<file path="src/rtl/keypad_scanner.sv">
// 4x4 matrix keypad scanner: active-low row multiplexing, synchronised column
// returns, full-scan debounce and a single-key press FSM.
module keypad_scanner #(
    parameter int unsigned SCAN_DIV       = 100000,
    parameter int unsigned DEBOUNCE_SCANS = 4
) (
    input  logic       clock,
    input  logic       reset,
    input  logic [3:0] col_in,
    output logic [3:0] row_out,
    output logic [3:0] key_code,
    output logic       key_valid,
    output logic       key_held,
    output logic       multiple_keys
);

    localparam int unsigned CW = (SCAN_DIV > 1) ? $clog2(SCAN_DIV) : 1;
    localparam int unsigned SW = $clog2(DEBOUNCE_SCANS + 1);

    typedef enum logic [1:0] {
        IDLE,
        PRESSED,
        LOCKOUT
    } key_state_t;

    logic [3:0]    col_meta;
    logic [3:0]    col_sync;
    logic [CW-1:0] slot_cnt;
    logic [1:0]    row_idx;
    logic          slot_end;
    logic          scan_done;
    logic [15:0]   snapshot;
    logic [15:0]   last;
    logic [15:0]   accepted;
    logic [SW-1:0] stable_cnt;
    logic [SW-1:0] stable_nxt;

    key_state_t state_q, state_d;
    logic [3:0] key_code_d;
    logic       key_valid_d;
    logic       key_held_d;
    logic       multiple_keys_d;
    logic [4:0] key_count;
    logic [3:0] key_index;

    always_ff @(posedge clock or posedge reset) begin
        if (reset) begin
            col_meta <= '1;
            col_sync <= '1;
        end else begin
            col_meta <= col_in;
            col_sync <= col_meta;
        end
    end

    always_comb begin
        slot_end = (slot_cnt == CW'(SCAN_DIV - 1));
        row_out  = ~(4'b0001 << row_idx);
    end

    always_ff @(posedge clock or posedge reset) begin
        if (reset) begin
            slot_cnt  <= '0;
            row_idx   <= '0;
            snapshot  <= '0;
            scan_done <= 1'b0;
        end else begin
            scan_done <= slot_end && (row_idx == 2'd3);
            if (slot_end) begin
                slot_cnt <= '0;
                row_idx  <= row_idx + 2'd1;
                for (int unsigned c = 0; c < 4; c++) begin
                    snapshot[{row_idx, c[1:0]}] <= ~col_sync[c];
                end
            end else begin
                slot_cnt <= slot_cnt + CW'(1);
            end
        end
    end

    always_comb begin
        if (snapshot != last) begin
            stable_nxt = SW'(1);
        end else if (stable_cnt >= SW'(DEBOUNCE_SCANS)) begin
            stable_nxt = SW'(DEBOUNCE_SCANS);
        end else begin
            stable_nxt = stable_cnt + SW'(1);
        end
    end

    always_ff @(posedge clock or posedge reset) begin
        if (reset) begin
            last       <= '0;
            accepted   <= '0;
            stable_cnt <= '0;
        end else if (scan_done) begin
            last       <= snapshot;
            stable_cnt <= stable_nxt;
            if (stable_nxt == SW'(DEBOUNCE_SCANS)) begin
                accepted <= snapshot;
            end
        end
    end

    always_comb begin
        key_count = '0;
        key_index = '0;
        for (int unsigned i = 0; i < 16; i++) begin
            if (accepted[i]) begin
                key_count = key_count + 5'd1;
                key_index = i[3:0];
            end
        end
    end

    // LOCKOUT is the idle-but-waiting-for-full-release condition after a
    // multi-key accept, so a leftover single key never yields key_valid.
    always_comb begin
        state_d         = state_q;
        key_code_d      = key_code;
        key_valid_d     = 1'b0;
        key_held_d      = key_held;
        multiple_keys_d = multiple_keys;
        unique case (state_q)
            IDLE: begin
                if (key_count == 5'd0) begin
                    multiple_keys_d = 1'b0;
                end else if (key_count == 5'd1) begin
                    key_code_d      = key_index;
                    key_valid_d     = 1'b1;
                    key_held_d      = 1'b1;
                    multiple_keys_d = 1'b0;
                    state_d         = PRESSED;
                end else begin
                    multiple_keys_d = 1'b1;
                    state_d         = LOCKOUT;
                end
            end
            PRESSED: begin
                if (key_count == 5'd0) begin
                    key_held_d      = 1'b0;
                    multiple_keys_d = 1'b0;
                    state_d         = IDLE;
                end else begin
                    multiple_keys_d = (key_count > 5'd1);
                end
            end
            LOCKOUT: begin
                if (key_count == 5'd0) begin
                    multiple_keys_d = 1'b0;
                    state_d         = IDLE;
                end else begin
                    multiple_keys_d = (key_count > 5'd1);
                end
            end
            default: begin
                state_d = IDLE;
            end
        endcase
    end

    always_ff @(posedge clock or posedge reset) begin
        if (reset) begin
            state_q       <= IDLE;
            key_code      <= '0;
            key_valid     <= 1'b0;
            key_held      <= 1'b0;
            multiple_keys <= 1'b0;
        end else begin
            state_q       <= state_d;
            key_code      <= key_code_d;
            key_valid     <= key_valid_d;
            key_held      <= key_held_d;
            multiple_keys <= multiple_keys_d;
        end
    end

endmodule

</file>
<file path="config.mk">
export PLATFORM = sky130hd
export DESIGN_NAME = keypad_scanner
export DESIGN_NICKNAME = d
export VERILOG_FILES = /design/src/rtl/keypad_scanner.sv
export SDC_FILE = /design/constraint.sdc
export NUM_CORES = 1
export LEC_CHECK = 0
export CAP_MARGIN = 0
export CORE_ASPECT_RATIO = 2
export CORE_MARGIN = 5
export CORE_UTILIZATION = 62
export DETAILED_ROUTE_END_ITERATION = 7
export PLACE_DENSITY = 0.8
export SYNTH_ARGS = -nofsm -noshare
export SYNTH_HDL_FRONTEND = slang
export SYNTH_SLANG_ARGS = --single-unit
</file>
<file path="constraint.sdc">
create_clock -name clock -period 12.1 [get_ports clock]
set_input_delay 1.21 -clock clock [delete_from_list [all_inputs] [get_ports clock]]
set_output_delay 1.21 -clock clock [all_outputs]
set_load 0.02 [all_outputs]
</file>
After elaboration in Yosys (flattened, before gate mapping)
Cells that the tools add are included.
{ "totals": {"regBits": 88, "input_bits": 6, "wordCells": 135} }
{ "op_classes": {"add_sub_neg": 18, "magnitude_cmp": 10, "eq_ne": 11, "shift": 1, "muxes": 61, "bitwise_logic": 6, "n_reduce_logical": 14} }
{ "op_table": {"columns": ["operator", "count"], "rows": [
  ["5-bit by 1-bit adder with 5-bit output (second input constant)", 15],
  ["5-bit two-way mux", 15],
  ["16-bit bitwise mux", 4],
  ["4-bit two-way mux", 14],
  ["4-bit by 5-bit less-than comparator with 1-bit output (second input constant)", 4],
  ["17-bit by 1-bit adder with 17-bit output (second input constant)", 1],
  ["17-bit == test (second input constant)", 1],
  ["17-bit two-way mux", 1],
  ["4-bit by 1-bit greater-or-equal comparator with 1-bit output (second input constant)", 4],
  ["16-bit inequality test", 1],
  ["1-bit two-way mux", 15],
  ["1-bit demux with 2-bit select", 4],
  ["2-bit two-way mux", 3],
  ["3-bit two-way mux", 2],
  ["2-bit inequality test (second input constant)", 3],
  ["5-bit by 1-bit == test with 1-bit output (second input constant)", 1],
  ["5-bit by 1-bit greater-than comparator with 1-bit output (second input constant)", 1],
  ["1-bit logical AND", 5],
  ["5-bit logical NOT", 1],
  ["1-bit inverter", 5],
  ["2-bit == test (second input constant)", 2],
  ["4-bit inverter", 1],
  ["1-bit one-hot mux with 2 select lines", 2],
  ["2-bit one-hot mux with 2 select lines", 1],
  ["other kinds (13)", 15]
]} }

Longest topological paths before layout
{ "logic_depth": {"ltp_word": 35, "mapped_depth": 49, "depth_no_buf": 49} }

Worst setup path before layout
No wires, ideal clock.
{ "synth_timing": {"path_kind": "reg2reg", "from": "register accepted[1]", "to": "register key_code[0]", "setup_ns": 0.125, "arrival_time_ns": 9.238, "required_ns": 11.975, "path_slack_ns": 2.737, "stages_incl_launch_ff": 50, "path_buffers": 1, "synth_period_minus_slack_ns": 9.363, "cell_sequence": "dfrtp_1 -> inv_1 -> ha_1 -> xnor2_2 -> inv_1 -> ha_1 -> nand2_1 -> o31ai_1 -> ha_1 -> mux2_2 -> ha_1 -> nand2_1 -> o41ai_4 -> or2_2 -> ha_1 -> or2b_1 -> o31a_1 -> ha_1 -> [... 14 more ...] -> inv_1 -> ha_1 -> nand2_1 -> o21ai_0 -> ha_1 -> mux2i_1 -> inv_1 -> ha_1 -> nand2_1 -> o21ai_0 -> ha_1 -> nand2b_1 -> nor2_1 -> nand4_1 -> or3_1 -> buf_6 -> a21oi_4 -> mux2_4"} }
{ "synth_between": {"elab_chain_cells": 32, "elab_cells_between_ends": 48, "cone_classes": "add/sub (14); eq/ne (1); mux (30); bitwise (1); reduce/logical (2)"} }
{ "synth_rtl": {"columns": ["element", "line", "source"], "rows": [
  ["from (decl)", "34", "logic [15:0] accepted;"],
  ["from (signal assigned)", "100", "accepted <= snapshot;"],
  ["5-bit two-way mux", "109", "if (accepted[i]) begin"],
  ["5-bit by 1-bit adder with 5-bit output", "110", "key_count = key_count + 5'd1;"],
  ["5-bit two-way mux", "109", null],
  ["5-bit by 1-bit adder with 5-bit output", "110", null],
  ["5-bit two-way mux", "109", null],
  ["5-bit by 1-bit adder with 5-bit output", "110", null],
  ["5-bit two-way mux", "109", null],
  ["5-bit by 1-bit adder with 5-bit output", "110", null],
  ["[... 16 more ...]", null, null],
  ["5-bit two-way mux", "109", null],
  ["5-bit by 1-bit adder with 5-bit output", "110", null],
  ["5-bit two-way mux", "109", null],
  ["5-bit by 1-bit adder with 5-bit output", "110", null],
  ["5-bit two-way mux", "109", null],
  ["5-bit logical NOT", "126", "if (key_count == 5'd0) begin"],
  ["1-bit inverter (no line)", null, null],
  ["3-bit AND reduction (no line)", null, null],
  ["to (signal assigned)", "171", "key_code <= key_code_d;"],
  ["to (decl)", "11", "output logic [3:0] key_code,"]
]} }
Parallel ways exist; a longest one is shown, timed or not.
A chain may end at the register's enable or synchronous reset.

Worst setup path after layout
{ "layout_timing": {"from": "register accepted[1]", "to": "register key_code[3]"} }
{ "layout_between": {"elab_chain_cells": 32, "elab_cells_between_ends": 33, "cone_classes": "add/sub (14); eq/ne (1); mux (15); bitwise (1); reduce/logical (2)"} }
{ "layout_rtl": {"columns": ["element", "line"], "rows": [
  ["5-bit two-way mux (*)", "109"],
  ["5-bit by 1-bit adder with 5-bit output", "110"],
  ["5-bit two-way mux (*)", "109"],
  ["5-bit by 1-bit adder with 5-bit output", "110"],
  ["5-bit two-way mux (*)", "109"],
  ["5-bit by 1-bit adder with 5-bit output", "110"],
  ["5-bit two-way mux (*)", "109"],
  ["5-bit by 1-bit adder with 5-bit output", "110"],
  ["[... 16 more ...]", null],
  ["5-bit two-way mux (*)", "109"],
  ["5-bit by 1-bit adder with 5-bit output", "110"],
  ["5-bit two-way mux (*)", "109"],
  ["5-bit by 1-bit adder with 5-bit output", "110"],
  ["5-bit two-way mux (*)", "109"],
  ["5-bit logical NOT", "126"],
  ["1-bit inverter (no line)", null],
  ["3-bit AND reduction (no line) (*)", null]
]} }
Mark *: on every way between the ends. The rest lies on a longest branch, timed or not.

==> results.tsv <==
stage	metric	value	unit
routing	1st-iter DRT viols	200	
die	die height	144	µm
clock_network	worst-skew pair later-pin latency	0.33	ns
worst_setup_path	crit path max fanout	7	
clock_network	clock tree buffer depth	2	
clock_network	hold_buf cts	0	
clock_network	Clk pin slew, worst setup/hold paths	0.06	ns
routing	Vias	4027	
clock_network	clk sinks	88	
global_routing	Total GRT Usage	0.212	
power	PnR Total Power	597	µW
clock_network	CTS Buf Count	9	
clock_network	H-tree level count	3	
run	max-cap violations	0	
global_routing	Overflow after GRT	0	
yosys	Yosys top cell by area	dfrtp_1	
global_routing	first-pass GRT wire length	19100	µm
routing	max layer used	met4	
worst_setup_path	CP peak stage delay	0.47	ns
yosys	most area-consuming cells after synthesis	dfrtp_1 36%, xnor2_1 6.0%, mux2_2 5.8%, ha_1 5.6%, nand2_1 4.8%	
timing	RSZ-0062 raised after global routing	false	
global_routing	pin count of the biggest net entering global routing	80	
worst_setup_path	R2R setup slack	1.82	ns
final_layout	fin nets	606	
worst_setup_path	critical path start-end classification	flip-flop to flip-flop	
worst_setup_path	CP Capture Type	flip-flop	
clock_network	post-CTS setup buffer count	0	
yosys	asr flop ratio synth	1.00	
power	maximum vdd drop	0.000118	V
min_path	Hold Path End	col_sync[0]	
power	PwrDens	97.5	nW/µm²
placement	IO Port Bufs	16	
worst_setup_path	startpoint types	flip-flop	
timing	Slew @ Worst Pin	0.968	ns
yosys	synthesized flop and latch total	88	
worst_setup_path	Critical R2R Capture	key_code[3]	
clock_network	CTS tree	built	
timing	final period utilization	0.850	
worst_setup_path	WP data required	12.32	ns
die	Initial Util	0.628	
timing	Tmin final	10.28	ns
status	status	completed	
timing	Fmax achieved	97.3	MHz
worst_setup_path	Most common cell on crit path	ha_1	
final_layout	# diodes	0	
global_routing	vias in the first global route	4209	
timing	Worst Skew	0.00335	ns
yosys	Post-Syn Nets	597	
worst_setup_path	reg2reg path depth	47	
timing	Final TNS setup	0	ns
clock_network	clock root buffer	clkbuf_16	
final_layout	filler cell count in the final layout	668	
yosys	Mapped Avg Cell Area	9.87	µm²
clock_network	# resized after CTS	0	
min_path	hold-critical path depth	0	
timing	Relative slew margins	0.354	
yosys	EDFF count, synth	0	
min_path	Hold Crit Start	col_meta[0]	
routing	Routed WL per cell	16.1	µm
die	row cnt	49	
yosys	top cell type's share of synthesized area	0.358	
die	CORE AREA	8890	µm²
yosys	ys flop type	dfrtp_1	
timing	Slew Limit Fails	0	
yosys	Syn Inst Count	566	
die	Ports	17	
yosys	Ys Warns	0	
routing	DR pass1 iterations	4	
min_path	Hold Path Class	flip-flop to flip-flop	
final_layout	area grow syn2layout	9.65	%
timing	Final Setup Violations	0	
timing	worst hold slack	0.357	ns
worst_setup_path	R2R Path Start	accepted[1]	
worst_setup_path	crit path max-delay cell type	or3_1	
worst_setup_path	worst setup path startpoint	accepted[1]	
power	leak pwr	0.00286	µW
yosys	Mapped Area	5590	µm²
timing	Hold Vio Cnt, Final	0	
yosys	post-synth cell types	77	
final_layout	share of cells above drive strength 1	0.131	
routing	Via density	5.90	
die	die width	77.1	µm
routing	routed wl met3	169	µm
placement	routability cong.	0.856	
routing	final wirelength	11000	µm
yosys	sequential area share after synthesis	0.396	
worst_setup_path	WP data arrival	10.50	ns
routing	met2 WL	6250	µm
routing	met1 wire length	4230	µm
die	DIE AREA	11100	µm²
placement	DP Wirelength	8320	µm
routing	antenna-violating nets left	0	
routing	DR DRC count	0	
global_routing	antenna violations before repair	0	
## cells in the final DEF, fill, tap and decap left out, types with 11 or more instances in the layout
cell | Yosys | layout
a21oi_1 | 11 | 11
clkdlybuf4s50_1 | 0 | 16
dfrtp_1 | 80 | 80
ha_1 | 25 | 25
inv_1 | 31 | 30
mux2_2 | 29 | 29
nand2_1 | 72 | 72
nand3_1 | 20 | 20
nor2_1 | 33 | 33
o21ai_0 | 37 | 37
xnor2_1 | 38 | 38
xor2_1 | 23 | 23
## how the worst max path moves through the flow
stage	endpoint	slack, ns	cells after the start
after floorplan	key_code[0]	2.74	49
after global placement	key_code[3]	2.34	47
after detailed placement	key_code[1]	1.90	47
after CTS	key_code[1]	1.84	47
after global routing	key_code[1]	1.06	47
final	key_code[3]	1.82	47
## cell usage after synthesis, types with 5 or more instances
cell      count
dfrtp_1      80
nand2_1      72
xnor2_1      38
o21ai_0      37
nor2_1       33
inv_1        31
mux2_2       29
ha_1         25
xor2_1       23
nand3_1      20
clkbuf_1     13
a21oi_1      11
nand4_1       9
nor3_1        9
dfstp_2       8
nor2b_1       6
xnor3_1       6
a31oi_1       5
and3_1        5
nor3b_1       5
o211ai_1      5
## layer usage
metal / track usage / vias to the layer above
li1: - / 1992
met1: 0.226 / 1966
met2: 0.406 / 43
met3: 0.0218 / 26
met4: 0.106 / 0
met5: 0 / -
## flip-flops by register name (all words and copies together) (netlist names)
signal and count:
state_q 2, accepted 16, key_valid 1, scan_done 1, row_idx 2, slot_cnt 17, col_sync 4, key_code 4
key_held 1, multiple_keys 1, snapshot 16, stable_cnt 3, last 16, col_meta 4
## through the flow
stage                     std cells  setup slack, ns  area [µm²]  utilization
after floorplan                 566             2.74        5590            -
final                           682             1.82        6120        0.689
after detailed placement        666             1.90        5800        0.653
after global placement          666             2.34        5800        0.653
after global routing            682             1.06        6120        0.689
after CTS                       682             1.84        6120        0.689
## final cells by class
| type | count | area, µm² | area share |
|---|---|---|---|
| repair buffers | 18 | 175 | 0.0286 |
| flip-flops and latches | 88 | 2210 | 0.361 |
| multi-input cells | 426 | 3170 | 0.517 |
| inverters | 32 | 121 | 0.0198 |
| clock inverters | 5 | 80.1 | 0.0131 |
| well taps | 102 | 128 | 0.0208 |
| clock buffers | 11 | 243 | 0.0396 |
## kinds of logic (layout without fill, tap and decap cells)
group / count (synthesis) / count (layout) / synth area share
muxes: 36 / 36 / 0.0746
DFF: 88 / 88 / 0.396
xor gates and xnor gates: 73 / 73 / 0.144
buffers and inverters: 52 / 66 / 0.0381
AOI/OAI and AO/OA: 100 / 100 / 0.120
adders and majority gates: 25 / 25 / 0.0560
and+or+nand+nor: 192 / 192 / 0.171
## power breakdown
| part | switching (µW) | internal [µW] | leakage [µW] |
|---|---|---|---|
| Combinational | 5.64 | 1.64 | 0.00152 |
| Sequential | 1.03 | 297 | 0.00119 |
| Clock | 106 | 186 | 0.000152 |
| Total | 113 | 484 | 0.00286 |
## critical path: cells and delay by family, from the launching register on
| kind | cells | cell delay [ns] |
|---|---|---|
| mux | 5 | 1.23 |
| xor+xnor | 1 | 0.32 |
| flops | 1 | 0.39 |
| buf+inv | 7 | 0.53 |
| compound gates | 10 | 1.90 |
| fa+ha+maj | 13 | 4.00 |
| simple gates | 11 | 1.80 |
Power figures use the tool's default switching activity.
